### config.mk
export PLATFORM = sky130hd
export DESIGN_NAME = traffic_phase_timer
export DESIGN_NICKNAME = d
export VERILOG_FILES = /design/src/rtl/traffic_phase_timer.sv
export SDC_FILE = /design/constraint.sdc
export NUM_CORES = 1
export LEC_CHECK = 0
export ABC_AREA = 0
export CAP_MARGIN = 20
export CORE_AREA = 2 2 46 48
export CTS_CLUSTER_SIZE = 12
export DETAILED_ROUTE_END_ITERATION = 10
export DIE_AREA = 0 0 48 50
export DONT_BUFFER_PORTS = 1
export SLEW_MARGIN = 20
export SYNTH_ARGS = -nofsm -noshare
export SYNTH_HDL_FRONTEND = slang
export SYNTH_SLANG_ARGS = --single-unit
### constraint.sdc
create_clock -name second_clk -period 3.6 [get_ports second_clk]
set_input_delay 0.36 -clock second_clk [delete_from_list [all_inputs] [get_ports second_clk]]
set_output_delay 0.36 -clock second_clk [all_outputs]
set_load 0.05 [all_outputs]
### src/rtl/traffic_phase_timer.sv
// Red/green/amber phase sequencer with per-phase tick counter, pedestrian
// request latch that can cut green short, and a walk flag held through red.
module traffic_phase_timer #(
    parameter int CW        = 4,
    parameter int RED_T     = 10,
    parameter int GREEN_T   = 8,
    parameter int AMBER_T   = 4,
    parameter int GREEN_MIN = 2
) (
    input  logic          second_clk,
    input  logic          reset,
    input  logic          enable,
    input  logic          pedestrian,
    output logic [1:0]    currColour,
    output logic [CW-1:0] counter_reg,
    output logic          phase_done,
    output logic          ped_pending,
    output logic          walk
);

    // state | meaning
    // RED   | stop for traffic; walk shown if a request was latched on entry
    // GREEN | traffic flows; may end early once GREEN_MIN ticks have elapsed
    // AMBER | fixed-length warning before red; requests only latched

    if (CW < 1 || CW > 31 ||
        RED_T < 1 || RED_T > 2**CW ||
        GREEN_T < 1 || GREEN_T > 2**CW ||
        AMBER_T < 1 || AMBER_T > 2**CW ||
        GREEN_MIN < 1 || GREEN_MIN > 2**CW ||
        GREEN_MIN > GREEN_T) begin : g_param_check
        $fatal(1, "traffic_phase_timer: illegal parameter combination");
    end

    typedef enum logic [1:0] {
        RED   = 2'b00,
        AMBER = 2'b01,
        GREEN = 2'b11
    } colour_t;

    localparam logic [CW-1:0] RED_LAST   = CW'(RED_T - 1);
    localparam logic [CW-1:0] GREEN_LAST = CW'(GREEN_T - 1);
    localparam logic [CW-1:0] AMBER_LAST = CW'(AMBER_T - 1);
    localparam logic [CW-1:0] GMIN_LAST  = CW'(GREEN_MIN - 1);

    colour_t phase;

    assign currColour = phase;

    always_ff @(posedge second_clk) begin
        if (!reset) begin
            phase       <= RED;
            counter_reg <= '0;
            phase_done  <= 1'b0;
            ped_pending <= 1'b0;
            walk        <= 1'b0;
        end else begin
            phase_done <= 1'b0;
            if (pedestrian)
                ped_pending <= 1'b1;
            if (enable) begin
                case (phase)
                    RED: begin
                        if (counter_reg == RED_LAST) begin
                            phase       <= GREEN;
                            counter_reg <= '0;
                            phase_done  <= 1'b1;
                            walk        <= 1'b0;
                        end else begin
                            counter_reg <= counter_reg + CW'(1);
                        end
                    end
                    GREEN: begin
                        // The pending flag seen here is the pre-edge value, so a
                        // request only shortens green from the following tick on.
                        if (counter_reg == GREEN_LAST ||
                            (ped_pending && counter_reg >= GMIN_LAST)) begin
                            phase       <= AMBER;
                            counter_reg <= '0;
                            phase_done  <= 1'b1;
                        end else begin
                            counter_reg <= counter_reg + CW'(1);
                        end
                    end
                    AMBER: begin
                        if (counter_reg == AMBER_LAST) begin
                            phase       <= RED;
                            counter_reg <= '0;
                            phase_done  <= 1'b1;
                            walk        <= ped_pending | pedestrian;
                            ped_pending <= 1'b0;
                        end else begin
                            counter_reg <= counter_reg + CW'(1);
                        end
                    end
                    default: begin
                        phase       <= RED;
                        counter_reg <= '0;
                    end
                endcase
            end
        end
    end

endmodule

==> results of run 1 <==
-- worst max path at each step --
stage	end	slack [ps]	cells after the start
after floorplan	currColour[0]$_SDFFE_PN0P_	1580	7
after global placement	currColour[0]$_SDFFE_PN0P_	1400	7
after detailed placement	currColour[0]$_SDFFE_PN0P_	1380	7
after CTS	currColour[0]$_SDFFE_PN0P_	1360	7
after global routing	currColour[0]$_SDFFE_PN0P_	1220	7
final	currColour[0]$_SDFFE_PN0P_	1370	7
-- cell families (layout without fill, tap and decap cells) --
kind of cell    count (synthesis)  count (layout)  share of synthesized area
compound gates                 22              22                     0.3091
mux                             1               1                    0.01616
fa+ha+maj                       7               7                     0.1414
simple gates                   19              19                     0.1697
flops                           9               9                     0.2909
buf+inv                        10              13                    0.07272
-- Yosys cell counts --
cell type,n
and4bb_1,1
a311oi_1,1
buf_6,1
nor2b_2,1
o211ai_1,1
a2111oi_2,1
nor3_1,1
a211oi_2,1
and3_1,1
o21ai_0,2
a211o_1,1
a31oi_4,1
o21a_1,2
a211oi_1,2
nand3_1,1
nand2b_1,1
nor2b_1,1
ha_1,7
a41o_1,1
o31ai_2,1
a21o_1,1
or2b_1,1
nand3b_1,1
nor2_1,5
a41oi_1,1
dfxtp_1,9
nand2_1,4
inv_1,9
o32a_1,1
a31o_1,1
or2_2,1
o21ai_1,1
mux2i_1,1
a21oi_1,3
-- cell type report --
class                   instances  area [um2]
well taps                      27       33.78
clock buffers                   4       26.28
flip-flops and latches          9       180.2
inverters                       9       33.78
multi-input cells              49       394.1
fillers                       203        1234
-- layer usage --
layer  up-vias  GRT usage
li1        252          -
met1       232     0.1586
met4         0    0.08108
met2        12     0.1800
met5         -          0
met3         5    0.04762
-- critical path, cell delays in order (launching register included) --
cell and delay [ps]:
dfxtp_1 690, inv_1 170, ha_1 280, and4bb_1 290, a211oi_2 50, a31oi_4 290, a21oi_1 110, a311oi_1 260
-- per-stage QoR --
stage	instance area, um2	setup slack, ps	hold WS, ps
after floorplan	619.3	1581	477.7
after global placement	641.9	1405	454.7
after detailed placement	641.9	1378	457.3
after CTS	668.1	1364	174.4
after global routing	668.1	1220	170.0
final	668.1	1365	173.9
-- where the power goes --
part	internal [mW]	total, mW	switching, mW
logic	0.0293	0.0694	0.0401
clock network	0.0429	0.0809	0.0380
registers	0.107	0.142	0.0353
total	0.179	0.292	0.113
==> results.md, run 1 <==
- Antenna violations before repair: 0
- Inserted Clock Buffers: 3
- DRC violation total after the first TritonRoute iteration: 9
- Endpoint, Worst Hold: ped_pending$_SDFF_PN0_
- Post-synthesis instance area: 619.3 um2
- Number of instances resized during post-cts repair: 0
- Origin of the worst min-delay path: enable
- Final-report hold violation count: 0
- Number of remaining DRC errors: 0
- Final routed wirelength across all metal layers: 1270 um
- Count of clock tree sinks: 9
- Portion of synthesized cell area occupied by the leading cell type: 0.2909
- Clock latency on the worst-skew pair: 270 ps
- Startpoint type of the worst setup path: flip-flop
- Number of synthesized register bits: 9
- Ratio of total power to cell area: 437.6 nW/um2
- Warning count from the yosys run: 0
- Arrival time worst endpoint: 2420 ps
- Reported leakage power: 0.2630 nW
- Die span in x: 48 um
- Min cycle time layout: 2235 ps
- Number of flip-flops in the largest register: 4
- RSZ-0062 raised after global routing: false
- Worst Path Class, Setup: reg -> reg
- Clk pin slew, worst setup/hold paths: 60 ps
- Class of the worst hold path: in -> reg
- Highest routed metal layer: met4
- Post-synthesis net count: 79
- Post-layout utilization of the core: 0.3513
- Vias per cell: 5.112
- Number of library cell types mapped by synthesis: 34
- Proportion of synthesized chip area in sequential cells: 0.2909
- Global-route wire length before repair: 2166 um
- Post-detail-place hpwl: 952.3 um
- Die Footprint: 2400 um2
- Via count: 501
- Post-route clock period utilization: 0.6208
- Total power: 292.4 uW
- Cell at the root of the clock tree: clkbuf_4
- Count of nets left with antenna violations after detail routing: 0
- Deepest level of the CTS H-tree: 1
- Via count of the first global-routing pass: 482
- Leading cell types in the layout, fill and taps excluded: 9 x inv_1, 9 x dfxtp_1, 7 x ha_1, 5 x nor2_1, 4 x nand2_1
- Port bufs: 0
- Total of endpoints with negative setup slack in the final report: 0
- Routed metal-1 wirelength: 578 um
- Pin slew with the least headroom to its limit: 756.8 ps
- Startpoint of the worst setup timing path: currColour[1]$_SDFFE_PN0P_
- Clock tree from TritonCTS: yes
- Biggest area contributors in the synthesized netlist: dfxtp_1 29%, ha_1 14%, inv_1 5.5%
- Drt first pass iters: 4
- Count of antenna diodes in the layout: 0
- Sum of met3 wire segment lengths after detailed routing: 70 um
- Average size of a mapped cell: 9.108 um2
- Met2 routed WL: 587 um
- Routability congestion estimate from global placement: 0.8511
- Placeable core area: 1902 um2
- Startpoint of the most critical register-to-register path: currColour[1]$_SDFFE_PN0P_
- Number of max-cap violations: 0
- Reg2reg setup slack: 1370 ps
- Max Freq: 0.4475 GHz
- Pin count of the biggest net entering global routing: 11
- Cell Count, Final, Fillers Out: 98
- Number of cells on the worst hold path: 1
- Instance count after placement with tap cells included: 94
- Growth of design area from synthesis to finish: 7.879%
- Row count: 16
- Effective utilization at floorplan: 0.3257
- Worst setup EP type: flip-flop
- VDD IR-drop max: 0.1541 mV
- Number of cells on the worst reg-to-reg path: 7
- Overall fraction of global-route tracks in use: 0.1283
- Final number of max-transition violations: 0
- GRT Residual Overflow: 0
- Result of the run: complete, no violations
- Largest fanout on the critical path: 8
- Number of buffers on the longest clock path: 2
- Layout cells sized above 1: 0.1268
- Mapped Cells: 68
- Worst reg2reg endpoint: currColour[0]$_SDFFE_PN0P_
- Buffers inserted by post-CTS timing repair: 0
- Net total in the final layout: 83
- Data required time of the critical path: 3780 ps
- Hold buffers post-CTS: 0
- Height of the die: 50 um
- Worst rel slew slack: 0.4948
- Biggest area consumer among synthesized cells: dfxtp_1
- Number of placed I/O pins: 13
- Routed len/inst: 12.96 um
- Worst setup skew after layout: 0.7373 ps
- Fin Setup TNS: 0 ps
(Power assumes the default switching activity.)
==> run 2, diff against run 1 <==
- clock period: 3.6 -> 1.85 ns (I/O delays scaled with it)
==> run 2 against run 1 <==
Routed wire length is 7.0% higher. Critical path depth stayed put. Count of clock-buffer cells in the layout stayed put. Worst hold slack worse by 150 ps. Critical path type unchanged. Critical endpoint is now counter_reg[2]$_SDFFE_PN0P_.
==> results.md, run 2 (same netlist as run 1, synthesis figures left out) <==
- Startpoint of the most critical register-to-register path: currColour[1]$_SDFFE_PN0P_
- Number of flip-flops in the largest register: 4
- Cell at the root of the clock tree: clkbuf_4
- Pin count of the biggest net entering global routing: 11
- Met1 usage in global routing: 0.1762
- RSZ-0062 raised after global routing: false
- Post-route clock period utilization: 0.9171
- Number of placed I/O pins: 13
- Deepest level of the CTS H-tree: 1
- Startpoint type of the worst setup path: flip-flop
- Global-route wire length before repair: 2456 um
- Placeable core area: 1902 um2
- Worst rel slew slack: 0.6656
- DRC violation total after the first TritonRoute iteration: 3
- Count of clock tree sinks: 9
- Crit-path cells: inv_1 -> ha_1 -> and4bb_1 -> a211oi_2 -> a31oi_4 -> a2111oi_2 -> a31o_1
- Class of the worst hold path: in -> reg
- Die span in x: 48 um
- Ratio of total power to cell area: 808.8 nW/um2
- Sequential Area: 185.2 um2
- Via count: 523
- Growth of design area from synthesis to finish: 19.19%
- Clk pin slew, worst setup/hold paths: 70 ps
- Origin of the worst min-delay path: enable
- Routability congestion estimate from global placement: 0.8450
- Overall fraction of global-route tracks in use: 0.1437
- Min cycle time layout: 1697 ps
- Final routed wirelength across all metal layers: 1359 um
- Clock latency on the worst-skew pair: 260 ps
- GRT Residual Overflow: 0
- Number of remaining DRC errors: 0
- Number of filler cells placed in the layout: 194
- Effective utilization at floorplan: 0.3257
- Worst setup skew after layout: 1.911 ps
- Max Freq: 0.5894 GHz
- Net total in the final layout: 91
- Data required time of the critical path: 2060 ps
- Startpoint of the worst setup timing path: currColour[1]$_SDFFE_PN0P_
- Number of buffers on the longest clock path: 2
- Fin Setup TNS: 0 ps
- Pin slew with the least headroom to its limit: 500.9 ps
- Count of antenna diodes in the layout: 0
- Commonest non-fill, non-tap cell in the layout: inv_1
- Fin Hold WS: 26.16 ps
- Worst Path Class, Setup: reg -> reg
- Die Footprint: 2400 um2
- Final-report hold violation count: 0
- VDD IR-drop max: 0.2810 mV
- Global routing met3 resource utilization: 0.05128
- Buffers inserted by post-CTS timing repair: 0
- Row count: 16
- Port bufs: 0
- Reported leakage power: 0.3061 nW
- Routed len/inst: 12.82 um
- Via count of the first global-routing pass: 565
- Inserted Clock Buffers: 3
- Cell with the biggest individual delay on the critical path: dfxtp_2
- Arrival time worst endpoint: 1910 ps
- Most congested layer reported by global routing: met2
- Final Instance Area: 738.2 um2
- Multi-input gate area: 396.6 um2
- Largest fanout on the critical path: 8
- Result of the run: complete, no violations
- Antenna violations before repair: 0
- Met2 usage: 0.2156
- Delay contributed by the slowest stage of the critical path: 320 ps
- Worst setup EP type: flip-flop
- Layout cells sized above 1: 0.2658
- Total of endpoints with negative setup slack in the final report: 0
- Clock tree from TritonCTS: yes
- Final number of max-transition violations: 0
- Drt first pass iters: 4
- Number of max-cap violations: 0
- Leading cell types in the layout, fill and taps excluded: 9 x inv_1, 7 x buf_4, 6 x ha_1, 5 x nor2_1, 5 x dfxtp_1
- Height of the die: 50 um
- Post-detail-place hpwl: 1028 um
- Vias per cell: 4.934
- Count of nets left with antenna violations after detail routing: 0
- Placement-stage cell area: 699.4 um2
==> run 2: cell count changes in the layout (fill, tap and decap cells not counted) <==
cell | before | now
buf_4 | 0 | 7
dfxtp_1 | 9 | 5
dfxtp_2 | 0 | 4
dlygate4sd3_1 | 0 | 1
ha_1 | 7 | 6
ha_2 | 0 | 1
==> run 2: cell type report <==
cell class                 count  area share
clock buffer                   4     0.03559
timing repair buffer           8     0.08475
inverter                       9     0.04576
multi-input combinational     49      0.5373
sequential                     9      0.2508
tap                           27     0.04576
==> run 2: worst paths after layout <==
path,end,slack (ps),cells past startpoint
hold / removal,currColour[0]$_SDFFE_PN0P_,30,1
hold reg to reg,currColour[0]$_SDFFE_PN0P_,550,2
setup / recovery,counter_reg[2]$_SDFFE_PN0P_,150,7
setup reg to reg,counter_reg[2]$_SDFFE_PN0P_,150,7
==> run 2: worst max-delay path, delay by kind of cell, from the launching register on <==
kind / cells / cell delay, ps
simple gates: 1 / 240
flops: 1 / 320
compound gates: 4 / 780
buf+inv: 1 / 80
fa+ha+maj: 1 / 230
==> run 2: what timing repair did <==
| action | 4_1_cts | 5_1_grt |
|---|---|---|
| gates resized for setup | 0 | 1 |
| hold endpoints to repair | 1 | 0 |
| endpoints found under the setup margin | 0 | 1 |
| hold buffers | 1 | 0 |
==> run 2: metal layers <==
metal / vias to the layer above / part of all wire / wire [um]
met4: 0 / 0.023 / 31
met1: 244 / 0.42 / 573
li1: 266 / - / -
met2: 9 / 0.51 / 692
met3: 4 / 0.045 / 61
met5: - / 0 / 0
==> run 2: metrics by stage <==
stage,setup slack [ps],utilization,instances,power [mW]
finish,153.3,0.3882,106,0.5971
global route,5.030,0.3882,106,0.6373
CTS,141.6,0.3868,106,0.6019
detailed placement,145.7,0.3678,101,0.4415
global placement,183.2,0.3678,101,0.4371
floorplan,32.08,-,68,0.3965
==> run 2: where the power goes <==
group | internal (mW) | total [mW] | switching [mW]
clock | 0.0833 | 0.159 | 0.0757
combinational | 0.0769 | 0.212 | 0.135
sequential | 0.210 | 0.226 | 0.0162
total | 0.370 | 0.597 | 0.227
